## src/rtl/cam_tag_collector_if.sv

```systemverilog
// Tag-beat input and result-readout handshake bundle for the CAM tag collector.
// The subarray/testbench side uses master; the collector uses slave.
interface cam_tag_collector_if #(
  parameter int TAG_W = 16
);
  localparam int IDX_W = $clog2(TAG_W);
  localparam int CNT_W = $clog2(TAG_W + 1);

  logic             tag_valid;
  logic             tag_ready;
  logic [TAG_W-1:0] tag_in;
  logic [1:0]       combine_op;
  logic             tag_last;

  logic             res_valid;
  logic             res_ready;
  logic [TAG_W-1:0] res_tag;
  logic             res_hit;
  logic [IDX_W-1:0] res_first_idx;
  logic [CNT_W-1:0] res_count;
  logic             res_trunc;

  modport master (
    output tag_valid, tag_in, combine_op, tag_last, res_ready,
    input  tag_ready, res_valid, res_tag, res_hit, res_first_idx, res_count, res_trunc
  );

  modport slave (
    input  tag_valid, tag_in, combine_op, tag_last, res_ready,
    output tag_ready, res_valid, res_tag, res_hit, res_first_idx, res_count, res_trunc
  );
endinterface

```

## src/rtl/cam_tag_collector.sv

```systemverilog
// Folds groups of CAM search tag beats into one result and queues the result,
// together with its hit/lowest-index/popcount summary, in a small FIFO.
module cam_tag_collector #(
  parameter int TAG_W      = 16,
  parameter int FIFO_DEPTH = 4,
  parameter int MAX_BEATS  = 8
) (
  input  logic CLK,
  input  logic rst,
  cam_tag_collector_if.slave bus
);
  localparam int IDX_W = $clog2(TAG_W);
  localparam int CNT_W = $clog2(TAG_W + 1);
  localparam int PTR_W = $clog2(FIFO_DEPTH);
  localparam int BC_W  = (MAX_BEATS > 1) ? $clog2(MAX_BEATS) : 1;
  localparam int ENT_W = TAG_W + 1 + IDX_W + CNT_W + 1;

  logic [TAG_W-1:0] acc;
  logic             in_group;
  logic [BC_W-1:0]  beat_cnt;

  logic [ENT_W-1:0] mem [FIFO_DEPTH];
  logic [PTR_W-1:0] wr_ptr;
  logic [PTR_W-1:0] rd_ptr;
  logic [PTR_W:0]   occ;

  logic             full;
  logic             accept;
  logic             close;
  logic             trunc;
  logic             push;
  logic             pop;
  logic [TAG_W-1:0] acc_next;
  logic [IDX_W-1:0] idx_next;
  logic [CNT_W-1:0] cnt_next;
  logic [ENT_W-1:0] head;

  assign full   = (occ == (PTR_W+1)'(FIFO_DEPTH));
  // Reset dominates: nothing is accepted in a reset cycle.
  assign accept = bus.tag_valid && !full && !rst;
  assign close  = bus.tag_last || (beat_cnt == BC_W'(MAX_BEATS - 1));
  assign trunc  = !bus.tag_last;
  assign push   = accept && close;
  assign pop    = bus.res_valid && bus.res_ready;

  always_comb begin
    acc_next = bus.tag_in;
    if (in_group) begin
      case (bus.combine_op)
        2'b00:   acc_next = bus.tag_in;
        2'b01:   acc_next = acc & bus.tag_in;
        2'b10:   acc_next = acc | bus.tag_in;
        default: acc_next = acc ^ bus.tag_in;
      endcase
    end
  end

  // Scan downward so the lowest set bit wins.
  always_comb begin
    idx_next = '0;
    cnt_next = '0;
    for (int i = TAG_W - 1; i >= 0; i--) begin
      if (acc_next[i]) idx_next = IDX_W'(i);
      cnt_next = cnt_next + CNT_W'(acc_next[i]);
    end
  end

  always_ff @(posedge CLK) begin
    if (rst) begin
      acc      <= '0;
      in_group <= 1'b0;
      beat_cnt <= '0;
      wr_ptr   <= '0;
      rd_ptr   <= '0;
      occ      <= '0;
    end else begin
      if (accept) begin
        if (close) begin
          in_group <= 1'b0;
          beat_cnt <= '0;
        end else begin
          acc      <= acc_next;
          in_group <= 1'b1;
          beat_cnt <= beat_cnt + 1'b1;
        end
      end
      if (push) wr_ptr <= wr_ptr + 1'b1;
      if (pop)  rd_ptr <= rd_ptr + 1'b1;
      case ({push, pop})
        2'b10:   occ <= occ + 1'b1;
        2'b01:   occ <= occ - 1'b1;
        default: occ <= occ;
      endcase
    end
  end

  always_ff @(posedge CLK) begin
    if (push) mem[wr_ptr] <= {acc_next, |acc_next, idx_next, cnt_next, trunc};
  end

  // Storage is not reset, so the head is masked to zero while the FIFO is empty.
  assign head          = bus.res_valid ? mem[rd_ptr] : '0;
  assign bus.tag_ready = !full;
  assign bus.res_valid = (occ != '0);
  assign {bus.res_tag, bus.res_hit, bus.res_first_idx, bus.res_count, bus.res_trunc} = head;
endmodule

```

## src/flat_wrapper.sv

```systemverilog
// flat-port wrapper written by rule: the top's interface ports become plain ports
module cam_tag_collector_flat 
#(
  parameter int TAG_W      = 16,
  parameter int FIFO_DEPTH = 4,
  parameter int MAX_BEATS  = 8
)
  (CLK, rst, bus_tag_valid, bus_tag_in, bus_combine_op, bus_tag_last, bus_res_ready, bus_tag_ready, bus_res_valid, bus_res_tag, bus_res_hit, bus_res_first_idx, bus_res_count, bus_res_trunc);
  cam_tag_collector_if #(.TAG_W(TAG_W)) bus_i ();
  input  logic CLK;
  input  logic rst;
  input wire logic [$bits(bus_i.tag_valid)-1:0] bus_tag_valid;
  input wire logic [$bits(bus_i.tag_in)-1:0] bus_tag_in;
  input wire logic [$bits(bus_i.combine_op)-1:0] bus_combine_op;
  input wire logic [$bits(bus_i.tag_last)-1:0] bus_tag_last;
  input wire logic [$bits(bus_i.res_ready)-1:0] bus_res_ready;
  output wire logic [$bits(bus_i.tag_ready)-1:0] bus_tag_ready;
  output wire logic [$bits(bus_i.res_valid)-1:0] bus_res_valid;
  output wire logic [$bits(bus_i.res_tag)-1:0] bus_res_tag;
  output wire logic [$bits(bus_i.res_hit)-1:0] bus_res_hit;
  output wire logic [$bits(bus_i.res_first_idx)-1:0] bus_res_first_idx;
  output wire logic [$bits(bus_i.res_count)-1:0] bus_res_count;
  output wire logic [$bits(bus_i.res_trunc)-1:0] bus_res_trunc;
  assign bus_i.tag_valid = bus_tag_valid;
  assign bus_i.tag_in = bus_tag_in;
  assign bus_i.combine_op = bus_combine_op;
  assign bus_i.tag_last = bus_tag_last;
  assign bus_i.res_ready = bus_res_ready;
  assign bus_tag_ready = bus_i.tag_ready;
  assign bus_res_valid = bus_i.res_valid;
  assign bus_res_tag = bus_i.res_tag;
  assign bus_res_hit = bus_i.res_hit;
  assign bus_res_first_idx = bus_i.res_first_idx;
  assign bus_res_count = bus_i.res_count;
  assign bus_res_trunc = bus_i.res_trunc;
  cam_tag_collector #(.TAG_W(TAG_W), .FIFO_DEPTH(FIFO_DEPTH), .MAX_BEATS(MAX_BEATS)) u_core (.CLK(CLK), .rst(rst), .bus(bus_i));
endmodule
```

## config.mk

```make
export PLATFORM = sky130hd
export DESIGN_NAME = cam_tag_collector_flat
export DESIGN_NICKNAME = d
export VERILOG_FILES = /design/src/rtl/cam_tag_collector_if.sv /design/src/rtl/cam_tag_collector.sv /design/src/flat_wrapper.sv
export SDC_FILE = /design/constraint.sdc
export NUM_CORES = 1
export LEC_CHECK = 0
export ABC_AREA = 1
export ABC_CLOCK_PERIOD_IN_PS = 14300
export CORE_MARGIN = 2
export CORE_UTILIZATION = 35
export DETAILED_ROUTE_END_ITERATION = 7
export PLACE_DENSITY = 0.64
export SLEW_MARGIN = 0
export SYNTH_ARGS = -nofsm -noshare
export SYNTH_HDL_FRONTEND = slang
export SYNTH_SLANG_ARGS = --single-unit
export TNS_END_PERCENT = 30
```

## constraint.sdc

```tcl
create_clock -name CLK -period 14.3 [get_ports CLK]
set_input_delay 2.86 -clock CLK [delete_from_list [all_inputs] [get_ports CLK]]
set_output_delay 2.86 -clock CLK [all_outputs]
set_load 0.02 [all_outputs]
```

==> results.toml, run 1 <==
[outcome]
status = "finished clean"

[global_route]
grt_max_degree = 56
track_usage = 0.149
grt_pass1_wl_mm = 24.9
grt_pass1_vias = 4724
gr-total-overflow = 0
antenna_found_initial = 0

[place]
numPortBuffers = 51
dpl.cell_count = 994
routabilityCongestion = 0.798
post-dp-hpwl_mm = 9.73

[floorplan]
ios = 52
die_x_um = 145
die_h_um = 145
start_util = 0.359
placementRows = 51
die_area_mm2 = 0.0212
core_area_mm2 = 0.0195

[synth]
syn-mean-instance-area_um2 = 10.0
synth_seq_area_share = 0.546
syn_inst = 699
synth_fp_nets = 780
synth_warnings = 0
yosys_register_bits = 137
synth.distinct_cells = 36
synth.cell_area_mm2 = 0.00701

[detailed_routing]
vias = 4873
post_drt_wl_per_cell_um = 14.6
postRouteAntennaNets = 0
routed_wirelength_mm = 14.9
initialDrtViolationCount = 421
first_pass_iters = 4
viasPerCell = 4.75
maxUsedRoutingLayer = "met4"
post-route-drc-count = 0
wl_met3_um = 718
wl_met2_mm = 6.90
m1WireLength_mm = 7.10

[power_and_ir_drop]
swShare = 0.302
internal_power_uw = 891
power_density_mw_per_mm2 = 152
seq_power_share = 0.388
ir_drop_mv = 0.108
switchingPower_uw = 385
p_leak_nw = 3.34
power_frac_clock = 0.343
combinationalPowerShare = 0.270

[sta]
max_slew_margin = 0.334
tightest_slew_ns = 0.997
tns_ns = 0
fin_crit_ns = 8.01
holdWs_ns = 0.468
skew_ns = 0.00720
finalHoldViolations = 0
timing.final.crit_share = 0.560
rsz0062_at_grt = "false"
slew_viol_final = 0
max_freq_mhz = 125
setup_viol = 0

[cells_and_area]
fill_cells = 1869
layout-drive-gt1-share = 0.0972
area_growth_pct = 19.9
final-seq-area_mm2 = 0.00382
finalNetCount = 829
instances_no_fill = 1026
multi_input_area_mm2 = 0.00273
diodes = 0

[critical_path]
end_kind = "flop"
startpoint_type = "input pin"
crit_path_max_fanout = 12
worstPathRequired_ns = 14.48
critical_path_arrival_ns = 8.20
worst-setup-path-type = "in2reg"

[clock_tree]
cts-root-buf = "clkbuf_16"
ctsHtreeMaxLevel = 4
cts_made_buffers = 17
clock_latency_ns = 0.41
clkTransAtPathRegs_ns = 0.05
cts_tree = "yes"
post_cts_buffers = 0
cts_resized = 0
postCtsHoldBufs = 0
cts.sinks = 137
clockBufferDepth = 2

[hold_path]
hold_class = "reg2reg"

[job]
max_cap_violations = 0
-- worst paths after layout --
path / cells past startpoint / start / slack, ns / end
setup / recovery: 17 / bus_combine_op[0] / 6.29 / u_core.mem[3][5]
hold / removal: 1 / u_core.rd_ptr[0] / 0.47 / flop
setup reg to reg: 15 / u_core.in_group / 8.62 / u_core.mem[3][5]
hold reg to reg: 1 / u_core.rd_ptr[0] / 0.47 / flop
-- registers in the layout (all words and copies together) (netlist names), named ones only --
signal	flops
u_core.in_group	1
u_core.wr_ptr	2
u_core.rd_ptr	2
u_core.occ	3
u_core.mem	108
u_core.beat_cnt	3
u_core.acc	16
-- metrics by stage --
step / total power, mW / utilization / setup WS [ns] / area [um^2]
after floorplan: 0.733 / - / 7.08 / 7010
after global placement: 0.843 / 0.399 / 6.09 / 7800
after detailed placement: 0.850 / 0.399 / 5.90 / 7800
after CTS: 1.29 / 0.430 / 6.33 / 8400
after global routing: 1.35 / 0.430 / 5.98 / 8400
final: 1.28 / 0.430 / 6.29 / 8400
-- routing by layer --
metal / vias to the layer above / global-route usage
li1: 2459 / -
met1: 2280 / 0.197
met2: 118 / 0.242
met3: 16 / 0.0320
met4: 0 / 0.0559
met5: - / 0
-- final cells by class --
| cell class | count | share of cell area |
|---|---|---|
| Sequential cell | 137 | 0.455 |
| Clock buffer | 23 | 0.0581 |
| Clock inverter | 9 | 0.0137 |
| Multi-Input combinational cell | 443 | 0.325 |
| Inverter | 90 | 0.0405 |
| Tap cell | 265 | 0.0395 |
| Timing Repair Buffer | 59 | 0.0679 |
-- worst max-delay path: stages --
cell and delay [ns]:
clkdlybuf4s50_1 0.67, inv_2 0.06, nor2_1 0.67, nand2_1 0.11, o211ai_1 0.12, a22oi_1 0.13
inv_1 0.22, ha_1 0.28, fa_1 0.52, fa_1 0.51, fa_1 0.53, fa_1 0.41
inv_1 0.09, fa_1 0.19, inv_1 0.06, fa_1 0.40, o21ai_0 0.36
-- cells in the mapped netlist (all sizes together) --
cell type,n,share of area
a211oi,1,0.0011
a21boi,1,0.0011
a21oi,40,0.030
a22oi,16,0.031
a31oi,1,0.00089
buf,8,0.0070
clkbuf,21,0.011
clkinv,1,0.00054
dfxtp,29,0.083
edfxtp,108,0.46
fa,11,0.031
ha,47,0.084
inv,89,0.048
nand2,58,0.031
nand3,26,0.019
nor2,141,0.078
nor3,3,0.0029
o2111ai,1,0.0013
o211ai,12,0.014
o21ai,83,0.059
xnor2,1,0.0013
xor2,1,0.0013
-- power by group through the flow --
stage               clock (mW)  sequential (mW)  combinational (mW)
global route             0.463            0.496               0.393
detailed placement           0            0.503               0.346
floorplan                    0            0.500               0.233
finish                   0.437            0.495               0.344
global placement             0            0.503               0.340
CTS                      0.444            0.495               0.348
-- logic make-up after synthesis --
| kind of cell | after synthesis | synth area share |
|---|---|---|
| AOI/OAI and AO/OA | 155 | 0.139 |
| xor gates and xnor gates | 2 | 0.00250 |
| adders and majority gates | 58 | 0.115 |
| buffers and inverters | 119 | 0.0668 |
| DFF | 137 | 0.546 |
| and+or+nand+nor | 228 | 0.131 |
-- cell usage in the layout, fill, tap and decap left out, types with 2 or more instances in the layout --
| master | instances |
|---|---|
| a21oi_1 | 39 |
| a22oi_1 | 5 |
| a22oi_2 | 6 |
| a22oi_4 | 5 |
| buf_4 | 8 |
| bufinv_16 | 2 |
| clkbuf_1 | 2 |
| clkbuf_16 | 17 |
| clkbuf_8 | 4 |
| clkdlybuf4s50_1 | 51 |
| clkinv_2 | 2 |
| clkinv_4 | 2 |
| dfxtp_1 | 28 |
| edfxtp_1 | 108 |
| fa_1 | 11 |
| ha_1 | 47 |
| inv_1 | 76 |
| inv_2 | 12 |
| nand2_1 | 57 |
| nand3_1 | 26 |
| nor2_1 | 134 |
| nor2_2 | 5 |
| nor2_4 | 2 |
| nor3_1 | 2 |
| o211ai_1 | 11 |
| o21ai_0 | 82 |
Note: power is estimated with default switching activity, not from simulation.
==> run 2, diff against run 1 <==
--- a/config.mk
+++ b/config.mk
@@ -6,7 +6,7 @@
 export NUM_CORES = 1
 export LEC_CHECK = 0
 export ABC_AREA = 1
-export ABC_CLOCK_PERIOD_IN_PS = 14300
+export ABC_CLOCK_PERIOD_IN_PS = 8100
 export CORE_MARGIN = 2
 export CORE_UTILIZATION = 35
 export DETAILED_ROUTE_END_ITERATION = 7
==> constraint.sdc (replaced) <==
create_clock -name CLK -period 8.1 [get_ports CLK]
set_input_delay 1.62 -clock CLK [delete_from_list [all_inputs] [get_ports CLK]]
set_output_delay 1.62 -clock CLK [all_outputs]
set_load 0.02 [all_outputs]
==> run 2 against run 1 <==
Via count down 0.60%. Global-route usage up 0.069 points. Register-to-register slack worse by 6.2 ns. Clock-buffer cell count down 6. Combinational power up 76%. Sequential share of layout area up 0.11 points. First-iteration DRC count down 15%. Flip-flop and latch count unchanged. Core utilization down 0.10 points. Critical path type unchanged. Critical endpoint is now u_core.mem[1][5].
==> results.toml, run 2 (synthesized netlist as in run 1, its figures left out) <==
[outcome]
status = "finished clean"

[critical_path]
startpoint_type = "input pin"
cp-startpoint = "bus_combine_op[0]"
critical_path_arrival_ns = 6.69
crit_path_max_fanout = 12
reg2reg_from = "u_core.in_group"
worstReg2RegEnd = "u_core.mem[1][5]"
ff2ff_path_depth = 15
worst-setup-path-type = "in2reg"
rrSetupSlack_ns = 2.41
end_kind = "flop"
worstPathRequired_ns = 8.27

[detailed_routing]
wl_met3_um = 785
post_drt_wl_per_cell_um = 14.7
m1WireLength_mm = 6.98
first_pass_iters = 5
wl_met2_mm = 7.03
post-route-drc-count = 0
postRouteAntennaNets = 0
maxUsedRoutingLayer = "met4"
vias = 4844
initialDrtViolationCount = 358
viasPerCell = 4.72
routed_wirelength_mm = 15.1

[sta]
skew_ns = 0.0100
max_slew_margin = 0.337
finalHoldViolations = 0
fin_crit_ns = 6.52
setup_viol = 0
max_freq_mhz = 153
tightest_slew_ns = 0.994
timing.final.crit_share = 0.804
rsz0062_at_grt = "false"
slew_viol_final = 0
tns_ns = 0

[place]
routabilityCongestion = 0.807
dpl.cell_count = 995
numPortBuffers = 51
post-dp-hpwl_mm = 9.82

[global_route]
grt_pass1_wl_mm = 24.8
antenna_found_initial = 1
track_usage = 0.150
grt_max_degree = 56
grt_pass1_vias = 4721
gr-total-overflow = 0

[floorplan]
ios = 52
core_area_mm2 = 0.0195
start_util = 0.359
die_x_um = 145
die_h_um = 145
die_area_mm2 = 0.0212
placementRows = 51

[power_and_ir_drop]
power_density_mw_per_mm2 = 266
p_leak_nw = 3.32
ir_drop_mv = 0.169

[clock_tree]
cts_tree = "yes"
cts-root-buf = "clkbuf_16"
post_cts_buffers = 0
cts_made_buffers = 17
clock_latency_ns = 0.42
postCtsHoldBufs = 0
cts_resized = 0
ctsHtreeMaxLevel = 4
cts.sinks = 137
clkTransAtPathRegs_ns = 0.06
clockBufferDepth = 2

[cells_and_area]
area_growth_pct = 19.6
finalNetCount = 830
largest_register_ffs = 108
layout-drive-gt1-share = 0.0986
final_cell_mix = "nor2_1, edfxtp_1, o21ai_0, inv_1, nand2_1"
top_regs = "u_core.mem: 108 flops, u_core.acc: 16 flops"
final_common_cell = "nor2_1"
instances_no_fill = 1027
top_register = "u_core.mem"

[hold_path]
hold_class = "reg2reg"
holdPathEnd = "u_core.rd_ptr[1]"
hold_start = "u_core.rd_ptr[1]"
whs_path_depth = 2

[job]
max_cap_violations = 0
-- run 2: cell count changes in the layout (fill, tap and decap cells not counted) --
cell / before / now
clkbuf_8: 4 / 0
clkbuf_1: 2 / 0
clkinvlp_4: 1 / 3
inv_6: 1 / 3
buf_4: 8 / 9
clkinv_1: 1 / 2
clkinv_2: 2 / 3
clkinv_4: 2 / 1
diode_2: 0 / 1
-- run 2: layout make-up --
cell class	instances	area, um^2
tap	265	332
clock buffer	17	425
sequential	137	3820
timing repair buffer	60	578
inverter	90	340
multi-input combinational	443	2730
clock inverter	14	148
antenna	1	2.50
fill	1892	11100
-- run 2: routing by layer --
metal,track usage,vias to the layer above
met5,0,-
met4,0.0529,0
met3,0.0408,22
met2,0.243,112
met1,0.193,2250
li1,-,2460
-- run 2: critical path, cell delays in order --
cell	delay [ns]
clkdlybuf4s50_1	0.66
inv_2	0.06
nand2_1	0.36
o211ai_1	0.13
a22oi_1	0.26
inv_1	0.17
ha_1	0.35
fa_1	0.51
fa_1	0.51
fa_1	0.53
fa_1	0.40
inv_1	0.09
fa_1	0.19
inv_1	0.06
fa_1	0.40
o21ai_0	0.38
-- run 2: stage by stage --
stage	power (mW)	setup slack, ns	instance area, um^2	utilization	hold slack, ns
2_1_floorplan	1.29	2.12	7010	-	0.436
3_3_place_gp	1.49	1.32	7800	0.400	0.457
3_5_place_dp	1.50	1.15	7800	0.400	0.460
4_1_cts	2.25	1.58	8380	0.429	0.470
5_1_grt	2.36	1.31	8380	0.429	0.486
6_report	2.23	1.58	8380	0.429	0.466
-- run 2: worst max-delay path by stage --
stage / end / cells past startpoint
finish: u_core.mem[1][5] / 16
global route: u_core.mem[1][5] / 16
CTS: u_core.mem[1][5] / 16
detailed placement: u_core.mem[2][5] / 16
global placement: u_core.mem[0][5] / 16
floorplan: u_core.mem[0][2] / 18
-- run 2: power by group --
group          internal, mW  total (mW)  switching, mW
Sequential            0.858       0.874         0.0160
Clock                 0.453       0.747          0.295
Combinational         0.226       0.605          0.379
Total                  1.54        2.23          0.689
